===== src/rtl/sodor5_dmem_pkg.sv =====
// Shared types for the sodor5 data-memory arbiter.
// Request bundle, arbiter states and port indices.
package sodor5_dmem_pkg;

    localparam int NUM_WORDS  = 16;
    localparam int AW         = $clog2(NUM_WORDS);
    localparam int PORT_CORE  = 0;
    localparam int PORT_BDOOR = 1;

    typedef struct packed {
        logic [31:0] addr;
        logic        wr;
        logic [31:0] wdata;
        logic [3:0]  wmask;
    } dmem_req_t;

    typedef enum logic [1:0] {
        IDLE,
        ISSUE,
        RESP
    } arb_state_e;

endpackage


===== src/rtl/sodor5_rr_pick2.sv =====
// Two-way round-robin picker.
// On a tie the port that did not win last time is granted.
module sodor5_rr_pick2 (
    input  logic [1:0] valid_i,
    input  logic       last_grant_i,
    output logic [1:0] gnt_o
);

    always_comb begin
        gnt_o = 2'b00;
        unique case (valid_i)
            2'b01:   gnt_o = 2'b01;
            2'b10:   gnt_o = 2'b10;
            2'b11:   gnt_o = last_grant_i ? 2'b01 : 2'b10;
            default: gnt_o = 2'b00;
        endcase
    end

endmodule


===== src/rtl/sodor5_dmem_arbiter.sv =====
// Shares one single-ported data memory between the core and the backdoor.
// One transaction in flight: IDLE accepts, ISSUE drives memory, RESP pulses.
module sodor5_dmem_arbiter
    import sodor5_dmem_pkg::*;
#(
    parameter int NUM_WORDS = 16,
    parameter int AW        = $clog2(NUM_WORDS)
) (
    input  logic            clk_i,
    input  logic            reset_n_i,
    input  logic [1:0]      req_valid_i,
    output logic [1:0]      req_ready_o,
    input  logic [1:0][31:0] req_addr_i,
    input  logic [1:0]      req_wr_i,
    input  logic [1:0][31:0] req_wdata_i,
    input  logic [1:0][3:0] req_wmask_i,
    output logic [1:0]      resp_valid_o,
    output logic [31:0]     resp_data_o,
    output logic            resp_err_o,
    output logic            mem_en_o,
    output logic            mem_we_o,
    output logic [AW-1:0]   mem_addr_o,
    output logic [31:0]     mem_wdata_o,
    output logic [3:0]      mem_wmask_o,
    input  logic [31:0]     mem_rdata_i
);

    arb_state_e  state_q, state_d;
    logic        last_grant_q, last_grant_d;
    logic        owner_q, owner_d;
    logic        wr_q, wr_d;
    logic        err_q, err_d;
    logic        mem_en_q, mem_en_d;
    logic        mem_we_q, mem_we_d;
    logic [AW-1:0] mem_addr_q, mem_addr_d;
    logic [31:0] mem_wdata_q, mem_wdata_d;
    logic [3:0]  mem_wmask_q, mem_wmask_d;

    logic [1:0]  gnt;
    logic        sel;
    logic        in_rng;
    dmem_req_t   sel_req;

    sodor5_rr_pick2 u_pick (
        .valid_i      (req_valid_i),
        .last_grant_i (last_grant_q),
        .gnt_o        (gnt)
    );

    assign sel           = gnt[PORT_BDOOR];
    assign sel_req.addr  = req_addr_i[sel];
    assign sel_req.wr    = req_wr_i[sel];
    assign sel_req.wdata = req_wdata_i[sel];
    assign sel_req.wmask = req_wmask_i[sel];
    assign in_rng        = sel_req.addr[31:2] < 30'(NUM_WORDS);

    // Memory-side fields are registered at accept so they are stable in ISSUE.
    always_comb begin
        state_d      = state_q;
        last_grant_d = last_grant_q;
        owner_d      = owner_q;
        wr_d         = wr_q;
        err_d        = err_q;
        mem_en_d     = 1'b0;
        mem_we_d     = 1'b0;
        mem_addr_d   = mem_addr_q;
        mem_wdata_d  = mem_wdata_q;
        mem_wmask_d  = mem_wmask_q;
        req_ready_o  = 2'b00;
        resp_valid_o = 2'b00;
        resp_data_o  = 32'h0;
        resp_err_o   = 1'b0;
        unique case (state_q)
            IDLE: begin
                req_ready_o = gnt;
                if (|req_valid_i) begin
                    last_grant_d = sel;
                    owner_d      = sel;
                    wr_d         = sel_req.wr;
                    err_d        = !in_rng;
                    mem_en_d     = in_rng;
                    mem_we_d     = in_rng && sel_req.wr;
                    mem_addr_d   = sel_req.addr[AW+1:2];
                    mem_wdata_d  = sel_req.wdata;
                    mem_wmask_d  = sel_req.wmask;
                    state_d      = ISSUE;
                end
            end
            ISSUE: state_d = RESP;
            RESP: begin
                resp_valid_o[owner_q] = 1'b1;
                resp_err_o            = err_q;
                if (!err_q && !wr_q) resp_data_o = mem_rdata_i;
                state_d = IDLE;
            end
            default: state_d = IDLE;
        endcase
    end

    always_ff @(posedge clk_i) begin
        if (!reset_n_i) begin
            state_q      <= IDLE;
            last_grant_q <= 1'b1;
            owner_q      <= 1'b0;
            wr_q         <= 1'b0;
            err_q        <= 1'b0;
            mem_en_q     <= 1'b0;
            mem_we_q     <= 1'b0;
            mem_addr_q   <= '0;
            mem_wdata_q  <= 32'h0;
            mem_wmask_q  <= 4'h0;
        end else begin
            state_q      <= state_d;
            last_grant_q <= last_grant_d;
            owner_q      <= owner_d;
            wr_q         <= wr_d;
            err_q        <= err_d;
            mem_en_q     <= mem_en_d;
            mem_we_q     <= mem_we_d;
            mem_addr_q   <= mem_addr_d;
            mem_wdata_q  <= mem_wdata_d;
            mem_wmask_q  <= mem_wmask_d;
        end
    end

    assign mem_en_o    = mem_en_q;
    assign mem_we_o    = mem_we_q;
    assign mem_addr_o  = mem_addr_q;
    assign mem_wdata_o = mem_wdata_q;
    assign mem_wmask_o = mem_wmask_q;

endmodule


===== config.mk =====
export PLATFORM = sky130hd
export DESIGN_NAME = sodor5_dmem_arbiter
export DESIGN_NICKNAME = d
export VERILOG_FILES = /design/src/rtl/sodor5_dmem_pkg.sv /design/src/rtl/sodor5_rr_pick2.sv /design/src/rtl/sodor5_dmem_arbiter.sv
export SDC_FILE = /design/constraint.sdc
export NUM_CORES = 1
export LEC_CHECK = 0
export ABC_AREA = 0
export CAP_MARGIN = 25
export CORE_MARGIN = 5
export CORE_UTILIZATION = 30
export DETAILED_ROUTE_END_ITERATION = 16
export PLACE_DENSITY = 0.79
export SLEW_MARGIN = 10
export SYNTH_ARGS = -nofsm -noshare
export SYNTH_HDL_FRONTEND = slang
export SYNTH_SLANG_ARGS = --single-unit
export TNS_END_PERCENT = 30

===== constraint.sdc =====
create_clock -name clk_i -period 1.75 [get_ports clk_i]
set_clock_uncertainty 0.1 [all_clocks]
set_input_delay 0.35 -clock clk_i [delete_from_list [all_inputs] [get_ports clk_i]]
set_output_delay 0.35 -clock clk_i [all_outputs]
set_load 0.01 [all_outputs]

==> flow_summary.yaml, run 1 <==
timing:
  worst_slack_ns: -0.141
  slew_viol_final: 0
  rsz0062_at_grt: "yes"
  fmax_mhz: 529
  finalCriticalPeriod_ns: 1.89
  finalHoldViolCount: 0
  fin_setup_tns_ns: -3.59
  tightest_slew_ns: 0.431
  timing.final.crit_share: 1.08
  slew_headroom: 0.712
  finalSetupViolCount: 32
finish:
  syn_to_final_growth_pct: 107
  fin_nets: 696
  fillCellCount: 715
  post_route_cells_drive_above_1_share: 0.153
  diodes: 0
  multi_input_area_mm2: 0.00148
  ff_latch_area_um2: 963
setup_path:
  cp_slowest_cell: "dfxtp_2"
  worstPathCellList: "nand2b_4 -> nor3_4 -> buf_6 -> buf_16 -> and2_1 -> buf_2"
  worstPathRequired_ns: 1.30
  worstSetupPathType: "flip-flop to primary output"
  crit_buf_inv: 3
  critPathMaxStageDelay_ns: 0.33
  cp-end-kind: "primary output"
  rrSetupSlack_ns: 0.12
  worst_setup_path_start_kind: "flip-flop"
  crit_family: "buffers and inverters"
  critPathArrivalTime_ns: 1.44
  cp_max_fo: 16
synthesis:
  synthTopCellsByArea: "dfxtp_1 (37%), mux2i_1 (16%), o211a_1 (16%)"
  syn-cell-area_mm2: 0.00258
  synth_flop_cell: "dfxtp_1"
  yosys.area.top_type_share: 0.372
  synth.distinct_cells: 26
  synth_seq_area_share: 0.372
  synthArstFlopShare: 0
  synth_edf_count: 0
  avgSynthCellArea_um2: 9.59
  syn_nets: 443
  synth_top_area_cell: "dfxtp_1"
  synth-seq-cells: 48
  yosys_warnings: 0
  syn_inst: 269
clock_network:
  htreeDepth: 2
  cts_tree: "built"
  hold_buffers: 0
  clock_path_buffers: 2
  cts_made_buffers: 5
  cts_sinks: 48
  root_buffer: "clkbuf_8"
  clock_latency_ns: 0.29
  clkSlewWorstSetupHoldPaths_ns: 0.09
detailed_routing:
  drtPass1Iterations: 4
  vias_per_cell: 4.69
  wl_per_cell_um: 17.2
  drt_wl_total_mm: 10.8
  drt_iter0_drc: 94
  vias: 2945
  drc: 0
  route.antenna.remaining_nets: 0
hold_path:
  hp-class: "primary input to flip-flop"
power:
  power.share.clock: 0.249
  p_leak_nw: 2.53
  switching_share: 0.257
  power.total_mw: 3.31
  power_density_mw_per_mm2: 619
  pwr-share-seq: 0.387
  p_comb_frac: 0.365
  switching_power_mw: 0.851
  p_int_mw: 2.46
  irDropWorstVdd_mv: 0.419
place:
  place_congestion: 0.785
  io_buffers: 248
  dp_hpwl_mm: 8.88
floorplan:
  rows: 33
  die_width_um: 103
  start_util: 0.311
  ios: 253
  coreArea_mm2: 0.00830
  die_h_um: 103
  die_area_mm2: 0.0106
global_routing:
  groute.usage.overall: 0.187
  grt_pass1_vias: 3117
  antenna_found_initial: 0
  grt_max_degree: 47
  grt_pass1_wl_mm: 15.4
  grt_overflow: 0
run_status:
  violations: "negative setup slack"
  status: "complete, but fails checks"
job:
  cap_viol_max_count: 0
-- power groups by stage --
stage | sequential (mW) | combinational (mW) | clock [mW]
after global placement | 1.29 | 1.19 | 0
after floorplan | 1.35 | 0.410 | 0
after global routing | 1.29 | 1.29 | 0.903
after detailed placement | 1.30 | 1.21 | 0
after CTS | 1.28 | 1.22 | 0.852
final | 1.28 | 1.21 | 0.822
-- final timing paths --
path         startpoint             end  depth (start not counted)
max          state_q[0]  resp_data_o[7]                          6
min           reset_n_i    last_grant_q                          2
max reg2reg  state_q[1]   mem_addr_o[3]                          6
min reg2reg     owner_q         owner_q                          2
-- cells in the mapped netlist, drive strengths merged (2+ instances only) --
master / count
nand2b: 3
and2: 34
and3b: 2
nor3: 3
nor2: 6
a21boi: 2
buf: 14
o211a: 41
inv: 4
clkbuf: 8
nor4: 12
mux2i: 41
nand2: 42
o21ai: 2
dfxtp: 48
nand4: 3
-- through the flow --
step | utilization | setup slack (ns) | area (um^2) | std cells | hold slack [ns]
global placement | 0.630 | -0.484 | 5230 | 618 | 0.379
finish | 0.644 | -0.141 | 5350 | 628 | 0.354
global route | 0.644 | -0.202 | 5350 | 628 | 0.369
CTS | 0.640 | -0.192 | 5310 | 628 | 0.351
detailed placement | 0.630 | -0.524 | 5230 | 618 | 0.386
floorplan | - | 0.226 | 2580 | 269 | 0.362
-- logic make-up (layout without fill, tap and decap cells) --
group,after synthesis,count (layout),synth area share
AO/OA/AOI/OAI,47,47,0.176
flip-flops,48,48,0.372
multiplexers,41,41,0.159
AND/OR/NAND/NOR,107,107,0.220
buffers and inverters,26,280,0.0727
-- sequential cells by signal, summed over array words and instances (netlist names), 2 cells and up --
| register | count |
|---|---|
| mem_wdata_o | 32 |
| mem_addr_o | 4 |
| mem_wmask_o | 4 |
| state_q | 2 |
-- what timing repair did --
action / CTS / global route
setup endpoints to repair: 81 / 57
pin swaps: 1 / 5
gates resized for setup: 162 / 17
buffers inserted: 1 / 0
cloned: 1 / 0
-- layout by cell type (no fill, tap or decap), types with 2 or more instances in the layout --
cell	instances
clkdlybuf4s15_1	2
nor4_1	12
o211a_1	41
nand2b_1	2
dlygate4sd2_1	2
clkbuf_8	6
and3b_1	2
dfxtp_1	46
clkbuf_2	2
inv_1	4
buf_6	16
and2_4	8
dfxtp_2	2
buf_4	15
clkdlybuf4s50_1	208
nand4_1	3
nor2_1	6
mux2i_1	41
nand2_1	41
nor3_4	2
and2_1	26
buf_2	17
buf_12	5
-- final cells by class --
type | count | area share
Inverter | 4 | 0.00281
Timing Repair Buffer | 268 | 0.493
Multi-Input combinational cell | 195 | 0.277
Tap cell | 105 | 0.0246
Clock inverter | 2 | 0.00726
Clock buffer | 6 | 0.0154
Sequential cell | 48 | 0.180
-- routing by layer --
| layer | share of wire | track usage | vias up |
|---|---|---|---|
| li1 | - | - | 1465 |
| met1 | 0.35 | 0.189 | 1350 |
| met2 | 0.54 | 0.376 | 122 |
| met3 | 0.089 | 0.0480 | 8 |
| met4 | 0.014 | 0.0448 | 0 |
| met5 | 0 | 0 | - |
No activity file was read; power rests on OpenSTA's default activity.
==> run 2: changes to the inputs <==
Settings changed: ABC_AREA 0 to unset.
==> results of run 2 <==
Final layout, timing and power as in run 1 (identical DEF).
